<file path="config.mk">
export PLATFORM = sky130hd
export DESIGN_NAME = demux1to8_deser
export DESIGN_NICKNAME = d
export VERILOG_FILES = /design/src/rtl/mux_pkg.sv /design/src/rtl/demux1to8_deser_slot_counter.sv /design/src/rtl/demux1to8_deser.sv
export SDC_FILE = /design/constraint.sdc
export NUM_CORES = 1
export LEC_CHECK = 0
export CORE_AREA = 2 2 57 59
export CTS_CLUSTER_DIAMETER = 120
export CTS_CLUSTER_SIZE = 12
export DETAILED_ROUTE_END_ITERATION = 12
export DIE_AREA = 0 0 59 61
export GPL_TIMING_DRIVEN = 0
export HOLD_SLACK_MARGIN = 0.1
export PLACE_DENSITY_LB_ADDON = 0.1
export RECOVER_POWER = 50
export SYNTH_ARGS = -nofsm -noshare
export SYNTH_HDL_FRONTEND = slang
export SYNTH_SLANG_ARGS = --single-unit
</file>
<file path="constraint.sdc">
create_clock -name clk -period 1.6 [get_ports clk]
set_clock_uncertainty 0.05 [all_clocks]
set_input_delay 0.16 -clock clk [delete_from_list [all_inputs] [get_ports clk]]
set_output_delay 0.16 -clock clk [all_outputs]
set_load 0.05 [all_outputs]
</file>
<file path="src/rtl/mux_pkg.sv">
// Shared constants and types for the 8-to-1 serial mux path.
// Used by the mux, this deserializer and any future serializer.
package mux_pkg;

  localparam int N_SLOTS = 8;
  localparam int SEL_W   = $clog2(N_SLOTS);

  typedef enum logic {
    IDLE,
    COLLECT
  } state_e;

  typedef logic [SEL_W-1:0] slot_t;

endpackage

</file>
<file path="src/rtl/demux1to8_deser_slot_counter.sv">
// slot_counter: modulo-N_SLOTS counter, enable + sync clear + wrap flag.
// Ports: clk, rst, en_i, clr_i in; cnt_o (registered), wrap_o out.
module slot_counter
  import mux_pkg::*;
(
  input  logic             clk,
  input  logic             rst,
  input  logic             en_i,
  input  logic             clr_i,
  output logic [SEL_W-1:0] cnt_o,
  output logic             wrap_o
);

  slot_t cnt_q, cnt_d;

  assign wrap_o = en_i && (cnt_q == SEL_W'(N_SLOTS - 1));

  always_comb begin
    cnt_d = cnt_q;
    if (clr_i) begin
      cnt_d = '0;
    end else if (en_i) begin
      cnt_d = wrap_o ? '0 : cnt_q + 1'b1;
    end
  end

  always_ff @(posedge clk or posedge rst) begin
    if (rst) begin
      cnt_q <= '0;
    end else begin
      cnt_q <= cnt_d;
    end
  end

  assign cnt_o = cnt_q;

endmodule

</file>
<file path="src/rtl/demux1to8_deser.sv">
// demux1to8_deser: serial-to-parallel collector, slot sel -> out[sel].
// Ports: clk, rst, start, in_valid, in_bit in; sel, busy, out, out_valid, abort out.
module demux1to8_deser #(
  parameter int N_SLOTS = mux_pkg::N_SLOTS,
  parameter int SEL_W   = mux_pkg::SEL_W
) (
  input  logic               clk,
  input  logic               rst,
  input  logic               start,
  input  logic               in_valid,
  input  logic               in_bit,
  output logic [SEL_W-1:0]   sel,
  output logic               busy,
  output logic [N_SLOTS-1:0] out,
  output logic               out_valid,
  output logic               abort
);

  import mux_pkg::*;

  state_e state_q, state_d;

  logic [N_SLOTS-1:0] cap_q, cap_d;
  logic [N_SLOTS-1:0] out_q, out_d;
  logic               out_valid_q, out_valid_d;
  logic               abort_q, abort_d;

  logic             cnt_en;
  logic             cnt_clr;
  logic             done;
  logic [SEL_W-1:0] sel_w;

  // Counter steps on every valid bit in COLLECT; a same-cycle clear
  // (abort) wins inside the counter, so the aborted bit never counts.
  assign cnt_en = (state_q == COLLECT) && in_valid;

  slot_counter u_cnt (
    .clk    (clk),
    .rst    (rst),
    .en_i   (cnt_en),
    .clr_i  (cnt_clr),
    .cnt_o  (sel_w),
    .wrap_o (done)
  );

  always_comb begin
    state_d     = state_q;
    cap_d       = cap_q;
    out_d       = out_q;
    out_valid_d = 1'b0;
    abort_d     = 1'b0;
    cnt_clr     = 1'b0;
    unique case (state_q)
      IDLE: begin
        if (start) begin
          state_d = COLLECT;
          cnt_clr = 1'b1;
          cap_d   = '0;
        end
      end
      COLLECT: begin
        if (done) begin
          // Last slot bypasses the capture register straight into out.
          out_d            = cap_q;
          out_d[N_SLOTS-1] = in_bit;
          out_valid_d      = 1'b1;
          cap_d            = '0;
          if (!start) begin
            state_d = IDLE;
          end
        end else if (start) begin
          abort_d = 1'b1;
          cnt_clr = 1'b1;
          cap_d   = '0;
        end else if (in_valid) begin
          cap_d[sel_w] = in_bit;
        end
      end
      default: state_d = IDLE;
    endcase
  end

  always_ff @(posedge clk or posedge rst) begin
    if (rst) begin
      state_q     <= IDLE;
      cap_q       <= '0;
      out_q       <= '0;
      out_valid_q <= 1'b0;
      abort_q     <= 1'b0;
    end else begin
      state_q     <= state_d;
      cap_q       <= cap_d;
      out_q       <= out_d;
      out_valid_q <= out_valid_d;
      abort_q     <= abort_d;
    end
  end

  assign sel       = sel_w;
  assign busy      = (state_q == COLLECT);
  assign out       = out_q;
  assign out_valid = out_valid_q;
  assign abort     = abort_q;

endmodule

</file>
==> flow_metrics.env <==
export IMPL_ys_warn_count=0
export IMPL_n_antenna_cell=0
export IMPL_maxCapViolations=0
export IMPL_worstRegToRegCells=5
export IMPL_critPathBufInv=0
export IMPL_dpl_instance_area_um2=1230
export IMPL_crit_type="flip-flop to flip-flop"
export IMPL_ant_nets=0
export IMPL_cts_tree="built"
export IMPL_die_area_um2=3600
export IMPL_ys_seq_elements=21
export IMPL_final_cell_mix="18 x dfrtp_1, 14 x dlygate4sd2_1, 10 x nand2_1, 6 x inv_1"
export IMPL_dr_pass1_iters=4
export IMPL_hold_path_class="input port to flip-flop"
export IMPL_clock_latency_ps=310
export IMPL_crit_chain="ha_1 -> ha_4 -> and4bb_2 -> nand4b_1 -> nand3_1"
export IMPL_vias=752
export IMPL_status="finished, final reports clean"
export IMPL_gp_congestion=0.754
export IMPL_mappedNetlistNets=101
export IMPL_area_growth_syn_to_layout_pct=23.9
export IMPL_drive_above_1_share_pct=20.9
export IMPL_hold_viol_final=0
export IMPL_grt_max_degree=22
export IMPL_fin_nets=123
export IMPL_via_per_inst=5.08
export IMPL_seq_area_um2=529
export IMPL_power_density_nw_per_um2=744
export IMPL_worst_path_stages=5
export IMPL_netlist_instances=94
export IMPL_rows=20
export IMPL_r2r_start="u_cnt.cnt_o[0]"
export IMPL_stdcell_area_um2=1270
export IMPL_synth_avg_cell_area_um2=10.9
export IMPL_setup_worst_path_start_class="flip-flop"
export IMPL_synth_fa_ha_area_share_pct=2.44
export IMPL_grt_pass1_wl_um=3330
export IMPL_setup_viol=0
export IMPL_drt_total_wl_um=1910
export IMPL_fmax_mhz=666
export IMPL_port_buffer_count=16
export IMPL_wl_per_cell_um=12.9
export IMPL_drv_slew=0
export IMPL_end_kind="flip-flop"
export IMPL_grt_overflow_total=0
export IMPL_multi_input_area_um2=443
export IMPL_grt_pass1_vias=719
export IMPL_core_um2=2950
export IMPL_yosys_area_share_simple_pct=19.8
export IMPL_crit_arrival_ps=1710
export IMPL_hpwl_um=1380
export IMPL_endpoint="cap_q[4]"
export IMPL_leakage_uw=0.000605
export IMPL_synthMuxAreaShare_pct=5.37
export IMPL_h_tree_depth=1
export IMPL_postCtsSetupBuffers=0
export IMPL_worst_r2r_setup_slack_ps=100
export IMPL_worst_pin_slew_ps=776
export IMPL_tns_ps=0
export IMPL_cts_sinks=21
export IMPL_die_x_um=59
export IMPL_drc=0
export IMPL_critPathTopFamily="simple AND/OR/NAND/NOR gates"
export IMPL_ir_drop_uv=494
export IMPL_rsz0062_at_grt="no"
export IMPL_cts_buffer_depth=2
export IMPL_grt_total_usage_pct=12.4
export IMPL_netlist_area_um2=1020
export IMPL_startpoint="u_cnt.cnt_o[0]"
export IMPL_clk_pin_slew_worst_paths_ps=120
export IMPL_root_buffer="clkbuf_4"
export IMPL_ys_types=33
export IMPL_grt_antenna_before_repair=0
export IMPL_required_ps=1810
export IMPL_die_y_um=61
export IMPL_drt_first_iter_violations=23
export IMPL_max_slew_margin_pct=48.2
export IMPL_fin_crit_ps=1500
export IMPL_yosys_area_share_xor_xnor_pct=0
export IMPL_seq_area_frac_synth_pct=51.3
export IMPL_synth_compound_area_share_pct=13.7
export IMPL_io_pin_count=19
export IMPL_start_util_pct=34.7
export IMPL_crit_path_max_incr_delay_ps=440
export IMPL_cts_made_buffers=3
export IMPL_r2r_end="cap_q[4]"
export IMPL_critical_path_max_fanout=6
export IMPL_synth_top_family_by_area="simple AND/OR/NAND/NOR gates"
export IMPL_layout_cells_most_common="dfrtp_1"
export IMPL_period_share_pct=93.9
export IMPL_critPathSlowestCell="dfrtp_2"
export IMPL_fill_cells=298
cell families (layout without fill, tap and decap cells):
kind of cell             count (synthesis)  count (layout)
AO/OA/AOI/OAI                           20              20
adder cells (fa/ha/maj)                  2               2
buffers and inverters                   14              35
flip-flops                              21              21
multiplexers                             5               5
AND/OR/NAND/NOR                         32              32
layer usage:
layer | share of wire (%) | track usage [%]
met5 | 0 | 0
met4 | 1.5 | 3.90
met3 | 5.9 | 4.90
met2 | 43 | 18.6
met1 | 50 | 16.5
metrics by stage:
stage          utilization [%]  cells  hold slack (ps)  power (uW)  setup WS, ps
2_1_floorplan                -     94             86.3         663          1.22
3_3_place_gp              41.7    143              372         702          22.5
3_5_place_dp              41.7    143              371         702          30.4
4_1_cts                   42.3    148              122         958          4.33
5_1_grt                   43.0    148              131         996          20.7
6_report                  43.0    148              138         945          97.8
power breakdown:
part / switching (uW) / internal, uW / leakage, uW
sequential: 10.0 / 544 / 0.000279
clock: 164 / 93.4 / 0.0000177
combinational: 83.8 / 50.4 / 0.000308
worst reg2reg max path: cells and delay by family (launching register included):
family	cells	cell delay [ps]
and+or+nand+nor	3	550
DFF	1	440
adders and majority gates	2	420
registers in the layout (all words and copies together) (netlist names):
name / flops
abort: 1
out: 8
out_valid: 1
cap_q: 7
busy: 1
u_cnt.cnt_o: 3
final cells by class:
| cell class | instances | area share (%) |
|---|---|---|
| Sequential cell | 21 | 41.7 |
| Clock inverter | 1 | 0.394 |
| Multi-Input combinational cell | 59 | 34.9 |
| Inverter | 6 | 1.77 |
| Clock buffer | 3 | 1.77 |
| Timing Repair Buffer | 17 | 12.0 |
| Buffer | 8 | 4.24 |
| Tap cell | 33 | 3.25 |
cells in the mapped netlist, drive strengths merged:
cell / count / share of area, %
nand4b: 3 / 2.6
inv: 6 / 2.2
mux2i: 1 / 0.98
a21o: 1 / 0.73
nand3: 4 / 2.4
o22ai: 2 / 1.2
mux2: 4 / 4.4
or3b: 1 / 0.85
nand4bb: 1 / 1.1
a32oi: 1 / 0.85
a31oi: 4 / 2.4
o32ai: 2 / 1.7
nand2b: 2 / 1.2
nor2: 2 / 0.73
ha: 2 / 2.4
a21oi: 4 / 3.1
and4bb: 1 / 1.2
nand3b: 3 / 2.2
o21ai: 4 / 2.0
dfrtp: 21 / 51
and3: 1 / 0.61
buf: 8 / 5.3
nor2b: 2 / 2.0
nand4: 1 / 0.61
or3: 1 / 0.61
nand2: 10 / 3.7
o2111ai: 2 / 1.7
worst min-delay path by stage:
stage / cells after the start / end / slack, ps / start
floorplan: 1 / abort / 90 / rst
finish: 3 / cap_q[6] / 140 / in_valid
global route: 3 / cap_q[6] / 130 / in_valid
detailed placement: 2 / u_cnt.cnt_o[2] / 370 / start
CTS: 3 / u_cnt.cnt_o[2] / 120 / in_valid
global placement: 2 / u_cnt.cnt_o[2] / 370 / start
timing repair:
item / in CTS / in global routing
pin swaps: 0 / 1
endpoints found under the hold margin: 4 / 0
gates resized for setup: 14 / 4
setup endpoints to repair: 14 / 14
hold buffers: 1 / 0
Note: power is estimated with default switching activity, not from simulation.
